<file path="src/rtl/iic_pkg.sv">
// Shared types and constants for the OLED I2C burst write master.
package iic_pkg;

  typedef enum logic [2:0] {
    IDLE,
    START,
    ADDR,
    CTRL,
    DATA,
    STOP
  } iic_state_t;

  localparam logic [7:0] CTRL_CMD  = 8'h00;
  localparam logic [7:0] CTRL_DATA = 8'h40;

  typedef logic [1:0] quarter_t;

endpackage

</file>
<file path="src/rtl/iic_tick_gen.sv">
// Quarter-bit tick enable: one-cycle pulse every DIV sys_clk cycles.
module iic_tick_gen #(
  parameter int DIV = 31
) (
  input  logic sys_clk,
  input  logic sys_rst_n,
  input  logic clear,
  input  logic freeze,
  output logic tick
);

  localparam int CW = (DIV > 1) ? $clog2(DIV) : 1;
  localparam logic [CW-1:0] LAST = CW'(DIV - 1);

  logic [CW-1:0] cnt;

  // Freeze holds the phase so a master stretch simply lengthens the current quarter
  always_ff @(posedge sys_clk or negedge sys_rst_n) begin
    if (!sys_rst_n) begin
      cnt <= '0;
    end else if (clear) begin
      cnt <= '0;
    end else if (!freeze) begin
      cnt <= (cnt == LAST) ? '0 : cnt + CW'(1);
    end
  end

  assign tick = (cnt == LAST) && !clear && !freeze;

endmodule

</file>
<file path="src/rtl/iic_oled_burst_wr.sv">
// I2C write master: START, address, control byte, 1..2^LEN_W payload bytes, STOP.
module iic_oled_burst_wr
  import iic_pkg::*;
#(
  parameter int         SYS_CLK    = 50_000_000,
  parameter int         IIC_CLK    = 400_000,
  parameter logic [6:0] SLAVE_ADDR = 7'b0111100,
  parameter int         LEN_W      = 8
) (
  input  logic             sys_clk,
  input  logic             sys_rst_n,
  input  logic             cmd_valid,
  output logic             cmd_ready,
  input  logic             cmd_ctrl,
  input  logic [LEN_W-1:0] cmd_len,
  input  logic             wr_valid,
  output logic             wr_ready,
  input  logic [7:0]       wr_data,
  output logic             iic_scl,
  output logic             iic_sda_oe,
  input  logic             iic_sda_i,
  output logic             busy,
  output logic             done,
  output logic             nack
);

  localparam int DIV = SYS_CLK / (IIC_CLK * 4);
  localparam logic [3:0] ACK_BIT = 4'd8;

  generate
    if (DIV < 2) begin : g_div_check
      $error("iic_oled_burst_wr: SYS_CLK/(IIC_CLK*4) must be at least 2");
    end
  endgenerate

  iic_state_t       state;
  quarter_t         quarter;
  logic [3:0]       bit_cnt;
  logic [7:0]       shifter;
  logic [7:0]       ctrl_byte;
  logic [LEN_W-1:0] byte_cnt;
  logic             nack_flag;
  logic             tick;

  iic_tick_gen #(.DIV(DIV)) u_tick (
    .sys_clk   (sys_clk),
    .sys_rst_n (sys_rst_n),
    .clear     (state == IDLE),
    .freeze    (wr_ready && !wr_valid),
    .tick      (tick)
  );

  // Each tick performs the action of the current quarter and then advances;
  // the payload handshake always lands before the q0 tick of a DATA byte.
  always_ff @(posedge sys_clk or negedge sys_rst_n) begin
    if (!sys_rst_n) begin
      state      <= IDLE;
      quarter    <= '0;
      bit_cnt    <= '0;
      shifter    <= '0;
      ctrl_byte  <= CTRL_CMD;
      byte_cnt   <= '0;
      nack_flag  <= 1'b0;
      iic_scl    <= 1'b1;
      iic_sda_oe <= 1'b0;
      cmd_ready  <= 1'b1;
      wr_ready   <= 1'b0;
      busy       <= 1'b0;
      done       <= 1'b0;
      nack       <= 1'b0;
    end else begin
      done <= 1'b0;
      if (wr_ready && wr_valid) begin
        shifter  <= wr_data;
        wr_ready <= 1'b0;
      end
      case (state)
        IDLE: begin
          iic_scl    <= 1'b1;
          iic_sda_oe <= 1'b0;
          quarter    <= '0;
          bit_cnt    <= '0;
          if (cmd_valid && cmd_ready) begin
            ctrl_byte <= cmd_ctrl ? CTRL_CMD : CTRL_DATA;
            byte_cnt  <= cmd_len;
            nack_flag <= 1'b0;
            nack      <= 1'b0;
            busy      <= 1'b1;
            cmd_ready <= 1'b0;
            state     <= START;
          end
        end
        START: if (tick) begin
          if (quarter == 2'd0) begin
            iic_sda_oe <= 1'b1;
            quarter    <= 2'd1;
          end else begin
            iic_scl <= 1'b0;
            shifter <= {SLAVE_ADDR, 1'b0};
            quarter <= '0;
            bit_cnt <= '0;
            state   <= ADDR;
          end
        end
        ADDR, CTRL, DATA: if (tick) begin
          quarter <= quarter + 2'd1;
          case (quarter)
            2'd0: iic_sda_oe <= (bit_cnt == ACK_BIT) ? 1'b0 : ~shifter[7];
            2'd1: iic_scl <= 1'b1;
            2'd2: if (bit_cnt == ACK_BIT) nack_flag <= iic_sda_i;
            default: begin
              iic_scl <= 1'b0;
              if (bit_cnt != ACK_BIT) begin
                bit_cnt <= bit_cnt + 4'd1;
                shifter <= {shifter[6:0], 1'b0};
              end else begin
                bit_cnt <= '0;
                if (nack_flag) begin
                  state <= STOP;
                end else if (state == ADDR) begin
                  shifter <= ctrl_byte;
                  state   <= CTRL;
                end else if (state == CTRL) begin
                  wr_ready <= 1'b1;
                  state    <= DATA;
                end else if (byte_cnt == '0) begin
                  state <= STOP;
                end else begin
                  byte_cnt <= byte_cnt - LEN_W'(1);
                  wr_ready <= 1'b1;
                end
              end
            end
          endcase
        end
        STOP: begin
          if (quarter == 2'd3) begin
            done      <= 1'b1;
            nack      <= nack_flag;
            busy      <= 1'b0;
            cmd_ready <= 1'b1;
            state     <= IDLE;
          end else if (tick) begin
            quarter <= quarter + 2'd1;
            case (quarter)
              2'd0:    iic_sda_oe <= 1'b1;
              2'd1:    iic_scl    <= 1'b1;
              default: iic_sda_oe <= 1'b0;
            endcase
          end
        end
        default: state <= IDLE;
      endcase
    end
  end

endmodule

</file>
<file path="config.mk">
export PLATFORM = sky130hd
export DESIGN_NAME = iic_oled_burst_wr
export DESIGN_NICKNAME = d
export VERILOG_FILES = /design/src/rtl/iic_pkg.sv /design/src/rtl/iic_tick_gen.sv /design/src/rtl/iic_oled_burst_wr.sv
export SDC_FILE = /design/constraint.sdc
export NUM_CORES = 1
export LEC_CHECK = 0
export ABC_AREA = 1
export CORE_MARGIN = 2
export CORE_UTILIZATION = 60
export DETAILED_ROUTE_END_ITERATION = 6
export DONT_BUFFER_PORTS = 1
export GPL_TIMING_DRIVEN = 0
export MAX_ROUTING_LAYER = met4
export PLACE_DENSITY = 0.74
export SETUP_SLACK_MARGIN = 0.1
export SLEW_MARGIN = 20
export SYNTH_ARGS = -nofsm -noshare
export SYNTH_HDL_FRONTEND = slang
export SYNTH_HIERARCHICAL = 1
export SYNTH_SLANG_ARGS = --single-unit
</file>
<file path="constraint.sdc">
create_clock -name sys_clk -period 2.3 [get_ports sys_clk]
set_input_delay 0.23 -clock sys_clk [delete_from_list [all_inputs] [get_ports sys_clk]]
set_output_delay 0.23 -clock sys_clk [all_outputs]
set_load 0.03 [all_outputs]
</file>
# --- Word level (Yosys, flattened, before mapping) ---
# Cells that the tools add are included.
op_classes:
  add_sub_neg: 4
  n_eq_ne: 33
  mux: 85
  n_bitwise: 1
  n_reduce_logical: 27
op_table:
  columns: ["op", "n"]
  rows:
  - ["8-bit 2-to-1 mux", 16]
  - ["2-bit inequality test (second input constant)", 20]
  - ["1-bit 2-to-1 mux", 33]
  - ["3-bit 2-to-1 mux", 11]
  - ["8-bit case mux with 2 select lines", 2]
  - ["8-bit AND reduction", 3]
  - ["4-bit 2-to-1 mux", 5]
  - ["5-bit 2-to-1 mux", 3]
  - ["1-bit case mux with 2 select lines", 6]
  - ["3-bit case mux with 4 select lines", 1]
  - ["4-bit case mux with 3 select lines", 1]
  - ["5-bit AND reduction", 2]
  - ["9-bit AND reduction", 1]
  - ["8-bit logical NOT", 1]
  - ["1-bit case mux with 4 select lines", 2]
  - ["2-bit case mux with 4 select lines", 1]
  - ["8-bit by 1-bit subtractor with 8-bit output (second input constant)", 1]
  - ["7-bit 2-to-1 mux", 1]
  - ["3-bit by 2-bit == test with 1-bit output (second input constant)", 2]
  - ["3-bit == test (second input constant)", 2]
  - ["2-bit 2-to-1 mux", 3]
  - ["3-bit AND reduction", 2]
  - ["3-bit OR reduction", 2]
  - ["5-bit by 1-bit adder with 5-bit output (second input constant)", 1]
  - ["20 further kinds", 28]
totals:
  ff_bits: 46
  in_bits: 22
  word_cells: 165

# --- Depth between registers and ports, before layout ---
# Gate-level depths: netlist of run 1.
logic_depth:
  depth_word: 10
  depth_mapped: 13
  mapped_depth_nobuf: 13

# --- Hierarchy ---
# The synthesis of run 1 kept the hierarchy.
modules_own_cells:
  columns: ["mod", "instances", "cells_each", "area_each_um2", "seq_area_each_um2"]
  rows:
  - ["iic_oled_burst_wr", 1, 321, 2332.2, 853.3]
  - ["iic_tick_gen", 1, 45, 330.3, 125.1]

# --- Worst setup path before layout of run 1 ---
# OpenSTA, ideal clock, no wires.
synth_path:
  kind: "register to register"
  from: "reg u_tick.cnt[0]"
  to: "reg byte_cnt[0]"
  setup_ns: 0.065
  t_arrival_ns: 1.800
  setup_slack_ns: 0.435
  path_stages_with_launch: 13
  path_cell_list: "dfrtp_1 inv_1 ha_1 nand2_1 nor2_4 nand2_2 nor2_1 nand2_1 a21oi_2 nand3_2 nor2_4 nand2_1 nand2_1"
synth_between:
  elab_chain_len: 5
synth_rtl:
  columns: ["item", "line_no", "source"]
  rows:
  - ["from (decl)", "iic_tick_gen.sv:15", "logic [CW-1:0] cnt;"]
  - ["from (signal assigned)", "iic_tick_gen.sv:24", "cnt <= (cnt == LAST) ? '0 : cnt + CW'(1);"]
  - ["5-bit == test", "iic_tick_gen.sv:28", "assign tick = (cnt == LAST) && !clear && !freeze;"]
  - ["1-bit logical AND (2 in a row)", "iic_tick_gen.sv:28", null]
  - ["via tick", "iic_oled_burst_wr.sv:43", "logic tick;"]
  - ["2-bit inequality test (no line)", null, null]
  - ["9-bit AND reduction (no line)", null, null]
  - ["to (signal assigned)", "iic_oled_burst_wr.sv:85", "byte_cnt <= cmd_len;"]
  - ["to (signal assigned)", "iic_oled_burst_wr.sv:129", "byte_cnt <= byte_cnt - LEN_W'(1);"]
  - ["to (decl)", "iic_oled_burst_wr.sv:41", "logic [LEN_W-1:0] byte_cnt;"]
# The timed path passes the listed nets, and every way through them passes these cells.
# A chain may end at the register's enable or synchronous reset.

# --- Final worst setup path of run 1 ---
layout_path:
  from: "reg u_tick.cnt[0]"
  to: "reg byte_cnt[2]"
# Same word-level chain as after synthesis.

==> flow_summary.json, run 1 <==
{
  "grt_pass1_wl_um": 10000,
  "fin_tns_setup_ns": 0,
  "die_area_mm2": 0.00499,
  "grt_max_degree": 40,
  "syn_area_per_cell_um2": 7.27,
  "cts.sinks": 39,
  "tightestPinTransition_ns": 0.422,
  "num_antenna_cells": 0,
  "fillerInstances": 392,
  "antenna_found_initial": 0,
  "switching_share_pct": 49.7,
  "syn2layout_area_growth_pct": 7.38,
  "worst_setup_path_end_kind": "flip-flop",
  "power_density_mw_per_mm2": 1240,
  "fin_crit_ns": 1.99,
  "drt_iter0_markers": 98,
  "synth_warnings": 6,
  "avgRoutedWirePerCell_um": 13.4,
  "initial_core_util_pct": 61.6,
  "synth_edf_count": 0,
  "grt.overflow.total": 0,
  "multiInputGateArea_mm2": 0.00150,
  "synth_nets": 400,
  "start_kind": "flip-flop",
  "layout_commonest_cell": "nand2_1",
  "ant_nets": 0,
  "ys_types": 33,
  "internal_power_mw": 1.79,
  "setup_violations": 0,
  "route.detailed.drc": 0,
  "slew_headroom_pct": 71.9,
  "crit_fanout": 8,
  "vias_per_cell": 5.44,
  "finalClockSkew_ns": 0.00731,
  "io_pins": 29,
  "criticalPathCategory": "flip-flop to flip-flop",
  "cts_buffers": 5,
  "final.period_utilization_pct": 86.6,
  "cts_root_buffer": "clkbuf_8",
  "ys_seq_elements": 39,
  "status": "finished clean",
  "port_buffers": 0,
  "clock_path_buffers": 2,
  "synthFlopType": "dfrtp_1",
  "layout_common_cells": "nand2_1, inv_1, dfrtp_1, nand3_1",
  "peakVddDrop_uv": 654,
  "ys_async_sr_fraction_pct": 100,
  "hold_path.class": "primary input to flip-flop",
  "first_pass_iters": 5,
  "synth_area_mm2": 0.00266,
  "maxCapViolCount": 0,
  "rsz0062_at_grt": "false",
  "critPathArrivalTime_ns": 2.23,
  "die_h_um": 70.6,
  "synth_top_area_share_pct": 34.8,
  "grt_pass1_vias": 2262,
  "holdWs_ns": 0.0305,
  "fmax_mhz": 502,
  "synthCells": 366,
  "worstPathRequired_ns": 2.53,
  "p_seq_share_pct": 31.6,
  "synth_top_cell_by_area": "dfrtp_1",
  "ys_seq_area_share_pct": 36.7,
  "clkPwrFrac_pct": 13.3,
  "seqCellArea_um2": 978,
  "htree_num_levels": 2,
  "dieWidth_um": 70.6,
  "dr_total_vias": 2329,
  "yosys-top-cells-area": "dfrtp_1, nand2_1, nand3_1, ha_1, inv_1",
  "clk_latency_ns": 0.29,
  "maxSlewViolCount": 0,
  "layout-drive-gt1-share_pct": 15.4,
  "cts.clk_slew.worst_paths_ns": 0.07,
  "finalNetCount": 409,
  "switchingPower_mw": 1.76,
  "utilization_pct": 66.1,
  "pwr-share-comb_pct": 55.1,
  "finalHoldViolCount": 0,
  "core_mm2": 0.00432,
  "leakagePower_nw": 1.49,
  "dp_hpwl_um": 4180,
  "wirelength_um": 5720,
  "grt_use_total_pct": 26.1,
  "cts_tree": "yes",
  "gp_congestion": 0.941,
  "fp-row-count": 24
}
==> state kept, by name, indices dropped and copies added, names as in the netlist <==
signal,cells
nack,1
wr_ready,1
iic_sda_oe,1
iic_scl,1
done,1
shifter,8
ctrl_byte,1
quarter,2
busy,1
state,3
byte_cnt,8
bit_cnt,4
nack_flag,1
cmd_ready,1
u_tick/cnt,5
==> per-layer routing <==
metal  routed length, µm  global-route usage (%)  up-vias
met5                   0                       -        -
met4                 189                    12.4        0
met3                 304                    5.13       19
met2                2650                    41.2       63
met1                2570                    32.4     1058
li1                    -                       -     1189
==> repair_timing <==
action / CTS / global route
buffers inserted: 0 / 0
resized for setup: 1 / 2
hold buffers: 2 / 0
endpoints found under the hold margin: 39 / 0
pin swaps: 0 / 0
cloned: 0 / 0
setup endpoints to repair: 8 / 14
==> metrics by stage <==
stage / power (mW) / cell area, µm² / setup WS [ns] / instances
3_5_place_dp: 3.02 / 2730 / 0.0583 / 418
4_1_cts: 3.54 / 2850 / 0.164 / 428
2_1_floorplan: 2.64 / 2660 / 0.435 / 366
6_report: 3.55 / 2860 / 0.309 / 428
5_1_grt: 3.91 / 2860 / 0.138 / 428
3_3_place_gp: 2.99 / 2730 / 0.0604 / 418
==> critical path, stage by stage, from the launching register on <==
cell	delay, ns
dfrtp_1	0.42
inv_1	0.10
ha_1	0.15
nand2_1	0.08
nor2_4	0.10
nand2_2	0.09
nor2_4	0.16
nand2_2	0.12
a21oi_2	0.23
nand3_2	0.11
nor2_4	0.22
nand2_1	0.08
nand2_1	0.07
==> cells in the mapped netlist, types with 5 or more instances <==
master / count
a21oi_1: 8
dfrtp_1: 37
ha_1: 12
inv_1: 37
inv_2: 5
mux2_2: 6
nand2_1: 122
nand2_2: 12
nand3_1: 35
nand4_1: 7
nor2_1: 23
nor2_4: 6
o21ai_0: 22
==> final timing paths <==
kind | startpoint | end | slack, ns | cells after the start
worst max register to register | u_tick/cnt[0] | byte_cnt[2] | 0.31 | 12
worst max-delay path | u_tick/cnt[0] | byte_cnt[2] | 0.31 | 12
max in group asynchronous | sys_rst_n | iic_scl | 1.64 | 2
min in group asynchronous | sys_rst_n | u_tick/cnt[3] | 0.39 | 2
worst min register to register | byte_cnt[1] | byte_cnt[1] | 0.48 | 2
worst min-delay path | wr_valid | wr_ready | 0.03 | 1
==> cell families (layout without fill, tap and decap cells) <==
kind of cell	Yosys count	count (layout)	synth area share (%)
and+or+nand+nor	219	219	38.3
buffers and inverters	46	56	7.14
AOI/OAI and AO/OA	41	41	8.55
DFF	39	39	36.7
adders and majority gates	12	12	5.64
muxes	7	7	2.91
xor gates and xnor gates	2	2	0.658
==> layout make-up <==
cell class | count | share of cell area, %
Multi-Input combinational cell | 281 | 52.6
Clock inverter | 1 | 0.175
Timing Repair Buffer | 2 | 1.05
Tap cell | 52 | 2.28
Sequential cell | 39 | 34.2
Buffer | 3 | 0.919
Inverter | 43 | 5.73
Clock buffer | 7 | 3.02
==> power groups by stage <==
stage | combinational, mW | sequential (mW) | clock (mW)
2_1_floorplan | 1.56 | 1.08 | 0
3_3_place_gp | 1.87 | 1.13 | 0
3_5_place_dp | 1.89 | 1.13 | 0
4_1_cts | 1.94 | 1.12 | 0.486
5_1_grt | 2.24 | 1.15 | 0.514
6_report | 1.96 | 1.12 | 0.474
Power figures use the tool's default switching activity.
==> run 2: changes to the inputs <==
PLACE_DENSITY = 0.84   (was 0.74)
==> flow_summary.json, run 2 (same netlist as run 1, synthesis figures left out) <==
{
  "status": "finished clean",
  "regToRegSetupSlack_ns": 0.27,
  "fillerInstances": 366,
  "hold_path.class": "primary input to flip-flop",
  "tightestPinTransition_ns": 0.429,
  "fin_crit_ns": 2.03,
  "peakVddDrop_uv": 741,
  "grt.overflow.total": 0,
  "initial_core_util_pct": 61.6,
  "pre_cts_slack_ns": 0.0322,
  "fin_tns_setup_ns": 0,
  "cts_root_buffer": "clkbuf_8",
  "multiInputGateArea_mm2": 0.00151,
  "critPathArrivalTime_ns": 2.19,
  "grt_use_total_pct": 26.3,
  "port_buffers": 0,
  "syn2layout_area_growth_pct": 7.24,
  "crit_fanout": 5,
  "fmax_mhz": 493,
  "route.detailed.drc": 0,
  "largestRegisters": "byte_cnt: 8 flops, shifter: 8 flops, u_tick/cnt: 5 flops",
  "leakagePower_nw": 1.49,
  "finalClockSkew_ns": 0.00860,
  "power_density_mw_per_mm2": 1240,
  "die_area_mm2": 0.00499,
  "grt_pass1_vias": 2291,
  "worst_setup_path_end_kind": "flip-flop",
  "setup_slack_ns": 0.272,
  "grt_pass1_wl_um": 10300,
  "die_h_um": 70.6,
  "seqCellArea_um2": 978,
  "maxSlewViolCount": 0,
  "place_area_mm2": 0.00273,
  "layout-drive-gt1-share_pct": 14.9,
  "dp_hpwl_um": 4390,
  "stdcell_area_mm2": 0.00286,
  "cts_tree": "yes",
  "holdWs_ns": 0.0205,
  "postCtsSetupRepairBufs": 0,
  "criticalPathCategory": "flip-flop to flip-flop",
  "num_antenna_cells": 0,
  "fp-row-count": 24,
  "dr_total_vias": 2387,
  "grt.busiest_layer": "met2",
  "gp_congestion": 0.987,
  "cts_buffers": 5,
  "maxCapViolCount": 0,
  "utilization_pct": 66.0,
  "io_pins": 29,
  "setup_violations": 0,
  "clock_path_buffers": 2,
  "met1_usage_pct": 34.3,
  "cts.sinks": 39,
  "vias_per_cell": 5.58,
  "finalHoldViolCount": 0,
  "htree_num_levels": 2,
  "layout_commonest_cell": "nand2_1",
  "final.period_utilization_pct": 88.2,
  "worstPathRequired_ns": 2.46,
  "start_kind": "flip-flop",
  "dieWidth_um": 70.6,
  "avgRoutedWirePerCell_um": 13.7,
  "layout_common_cells": "nand2_1, inv_1, dfrtp_1, nand3_1",
  "first_pass_iters": 4,
  "clk_latency_ns": 0.30,
  "ant_nets": 0,
  "cts.clk_slew.worst_paths_ns": 0.07,
  "slew_headroom_pct": 71.4,
  "grtUsageMet3_pct": 3.85,
  "core_mm2": 0.00432,
  "finalNetCount": 409,
  "antenna_found_initial": 0,
  "rsz0062_at_grt": "false",
  "grt_use_met2_pct": 42.8,
  "drt_iter0_markers": 191,
  "wirelength_um": 5860,
  "grt_max_degree": 40
}
## run 2: cell types whose count changed in the layout (fill, tap and decap cells not counted), sizes merged
cell,previous run,this run
clkbuf,7,8
clkinv,1,0
## run 2: metal layers
layer | share of wire [%] | wire, µm
met2 | 49 | 2850
met3 | 4.7 | 273
met5 | 0 | 0
met4 | 1.9 | 114
met1 | 45 | 2620
## run 2: timing repair
| action | 4_1_cts | 5_1_grt |
|---|---|---|
| hold buffers | 2 | 0 |
| endpoints found under the hold margin | 39 | 0 |
| endpoints found under the setup margin | 8 | 16 |
| gates resized for setup | 1 | 3 |
| pin swaps | 0 | 1 |
## run 2: final timing paths
| kind | from | cells after the start | end |
|---|---|---|---|
| max in group asynchronous | sys_rst_n | 2 | iic_scl |
| min reg2reg | byte_cnt[1] | 2 | byte_cnt[1] |
| max | u_tick/cnt[0] | 13 | iic_sda_oe |
| max reg2reg | u_tick/cnt[0] | 13 | iic_sda_oe |
| min | wr_valid | 1 | wr_ready |
| min in group asynchronous | sys_rst_n | 2 | byte_cnt[0] |
## run 2: where the power goes
group / total [mW] / internal (mW) / switching (mW) / leakage [nW]
logic: 1.97 / 0.657 / 1.32 / 0.944
clock network: 0.441 / 0.215 / 0.225 / 0.0395
registers: 1.12 / 0.894 / 0.228 / 0.502
total: 3.54 / 1.77 / 1.77 / 1.49
## run 2: layout make-up
cell class | count | share of cell area (%)
clock buffers | 8 | 2.80
inverters | 43 | 5.74
flip-flops and latches | 39 | 34.3
plain buffers | 3 | 0.920
well taps | 52 | 2.28
multi-input cells | 281 | 52.9
repair buffers | 2 | 1.05
## run 2: worst max-delay path, stage by stage, from the launching register on
cell and delay (ns):
dfrtp_1 0.42, inv_1 0.11, ha_1 0.15, nand2_1 0.08
nor2_4 0.11, nand2_2 0.09, nor2_4 0.16, inv_1 0.11
nor2_1 0.14, nand2_1 0.07, a21oi_1 0.18, nand2_1 0.10
nand2_1 0.08, o21ai_0 0.10
## run 2: through the flow
step,cells,power [mW]
2_1_floorplan,366,2.64
4_1_cts,428,3.52
3_5_place_dp,418,3.04
5_1_grt,428,3.90
6_report,428,3.54
3_3_place_gp,418,2.97
==> run 3: changes to the inputs <==
RECOVER_POWER = 25   (was default)
==> flow_summary.json, run 3 (same netlist as run 1, synthesis figures left out) <==
{
  "status": "finished clean",
  "num_antenna_cells": 0,
  "antenna_found_initial": 0,
  "worst_setup_path_end_kind": "flip-flop",
  "grt.overflow.total": 0,
  "maxCapViolCount": 0,
  "grt_pass1_vias": 2291,
  "dieWidth_um": 70.6,
  "hold_path.class": "primary input to flip-flop",
  "postCtsSetupRepairBufs": 0,
  "power_density_mw_per_mm2": 1240,
  "final.period_utilization_pct": 88.4,
  "clock_path_buffers": 2,
  "grt_pass1_wl_um": 10300,
  "ant_nets": 0,
  "finalHoldViolCount": 0,
  "setup_violations": 0,
  "crit_fanout": 5,
  "layout_commonest_cell": "nand2_1",
  "dp_hpwl_um": 4390,
  "criticalPathCategory": "flip-flop to flip-flop",
  "grtUsageMet3_pct": 3.85,
  "layout_common_cells": "nand2_1, inv_1, dfrtp_1, nand3_1",
  "leakagePower_nw": 1.48,
  "core_mm2": 0.00432,
  "rsz0062_at_grt": "false",
  "fin_crit_ns": 2.03,
  "grt_use_met2_pct": 42.8,
  "drt_iter0_markers": 191,
  "peakVddDrop_uv": 740,
  "stdcell_area_mm2": 0.00284,
  "first_pass_iters": 4,
  "cts.sinks": 39,
  "avgRoutedWirePerCell_um": 13.7,
  "port_buffers": 0,
  "syn2layout_area_growth_pct": 6.67,
  "setup_slack_ns": 0.266,
  "start_kind": "flip-flop",
  "grt_use_total_pct": 26.3,
  "cts_root_buffer": "clkbuf_8",
  "io_pins": 29,
  "cts_tree": "yes",
  "critPathArrivalTime_ns": 2.20,
  "fin_tns_setup_ns": 0,
  "utilization_pct": 65.7,
  "finalNetCount": 409,
  "grt_max_degree": 40,
  "fp-row-count": 24,
  "grt.busiest_layer": "met2",
  "fmax_mhz": 492,
  "gp_congestion": 0.987,
  "cts_buffers": 5,
  "finalClockSkew_ns": 0.00998,
  "worstPathRequired_ns": 2.46,
  "cts.clk_slew.worst_paths_ns": 0.08,
  "die_area_mm2": 0.00499,
  "initial_core_util_pct": 61.6,
  "met1_usage_pct": 34.3,
  "pre_cts_slack_ns": 0.0322,
  "htree_num_levels": 2,
  "largestRegisters": "byte_cnt: 8 flops, shifter: 8 flops, u_tick/cnt: 5 flops",
  "route.detailed.drc": 0,
  "tightestPinTransition_ns": 0.978,
  "dr_total_vias": 2397,
  "numPlacedInstances": 418,
  "maxSlewViolCount": 0,
  "finalNonFillerCells": 428,
  "clk_latency_ns": 0.30,
  "vias_per_cell": 5.60,
  "layout-drive-gt1-share_pct": 14.9,
  "wirelength_um": 5860,
  "die_h_um": 70.6,
  "place_area_mm2": 0.00273,
  "slew_headroom_pct": 34.8
}
run 3: cell types whose count changed in the layout (fill, tap and decap cells not counted):
cell      change
clkbuf_2      +1
buf_12        -1
run 3: power breakdown:
group          leakage (nW)  internal (mW)  switching [mW]
clock                0.0395          0.215           0.227
sequential            0.502          0.894           0.227
combinational         0.939          0.654            1.32
run 3: critical path, stage by stage, from the launching register on:
cell and delay [ns]:
dfrtp_1 0.42, inv_1 0.11, ha_1 0.15, nand2_1 0.08
nor2_4 0.11, nand2_2 0.09, nor2_4 0.16, inv_1 0.11
nor2_1 0.14, nand2_1 0.07, a21oi_1 0.18, nand2_1 0.10
nand2_1 0.08, o21ai_0 0.10
run 3: path summary, 6_finish.rpt:
kind                       slack, ns     endpoint     startpoint  cells past startpoint
max in group asynchronous       1.06   iic_sda_oe      sys_rst_n                      2
min in group asynchronous       0.63  byte_cnt[0]      sys_rst_n                      2
hold / removal                  0.02     wr_ready       wr_valid                      1
hold reg to reg                 0.48  byte_cnt[1]    byte_cnt[1]                      2
setup / recovery                0.27   iic_sda_oe  u_tick/cnt[0]                     13
setup reg to reg                0.27   iic_sda_oe  u_tick/cnt[0]                     13
run 3: repair_timing:
action | CTS | global route
gates resized for setup | 1 | 3
setup endpoints to repair | 8 | 16
hold buffers | 2 | 0
hold endpoints to repair | 39 | 0
pin swaps | 0 | 1
run 3: metrics by stage:
stage                     power, mW  hold slack [ns]
final                          3.53           0.0180
after global routing           3.89           0.0132
after CTS                      3.52           0.0213
after detailed placement       3.04          -0.0644
after global placement         2.97          -0.0645
after floorplan                2.64          -0.0656
run 3: layout make-up:
cell class / count / area [µm²]
Buffer: 3 / 26.3
Clock buffer: 8 / 80.1
Fill cell: 368 / 1480
Inverter: 43 / 164
Multi-Input combinational cell: 281 / 1510
Sequential cell: 39 / 978
Tap cell: 52 / 65.1
Timing Repair Buffer: 2 / 15.0
run 3: layer usage:
| layer | vias to the layer above | part of all wire, % |
|---|---|---|
| li1 | 1196 | - |
| met1 | 1133 | 44 |
| met2 | 59 | 49 |
| met3 | 9 | 4.7 |
| met4 | 0 | 1.9 |
| met5 | - | 0 |
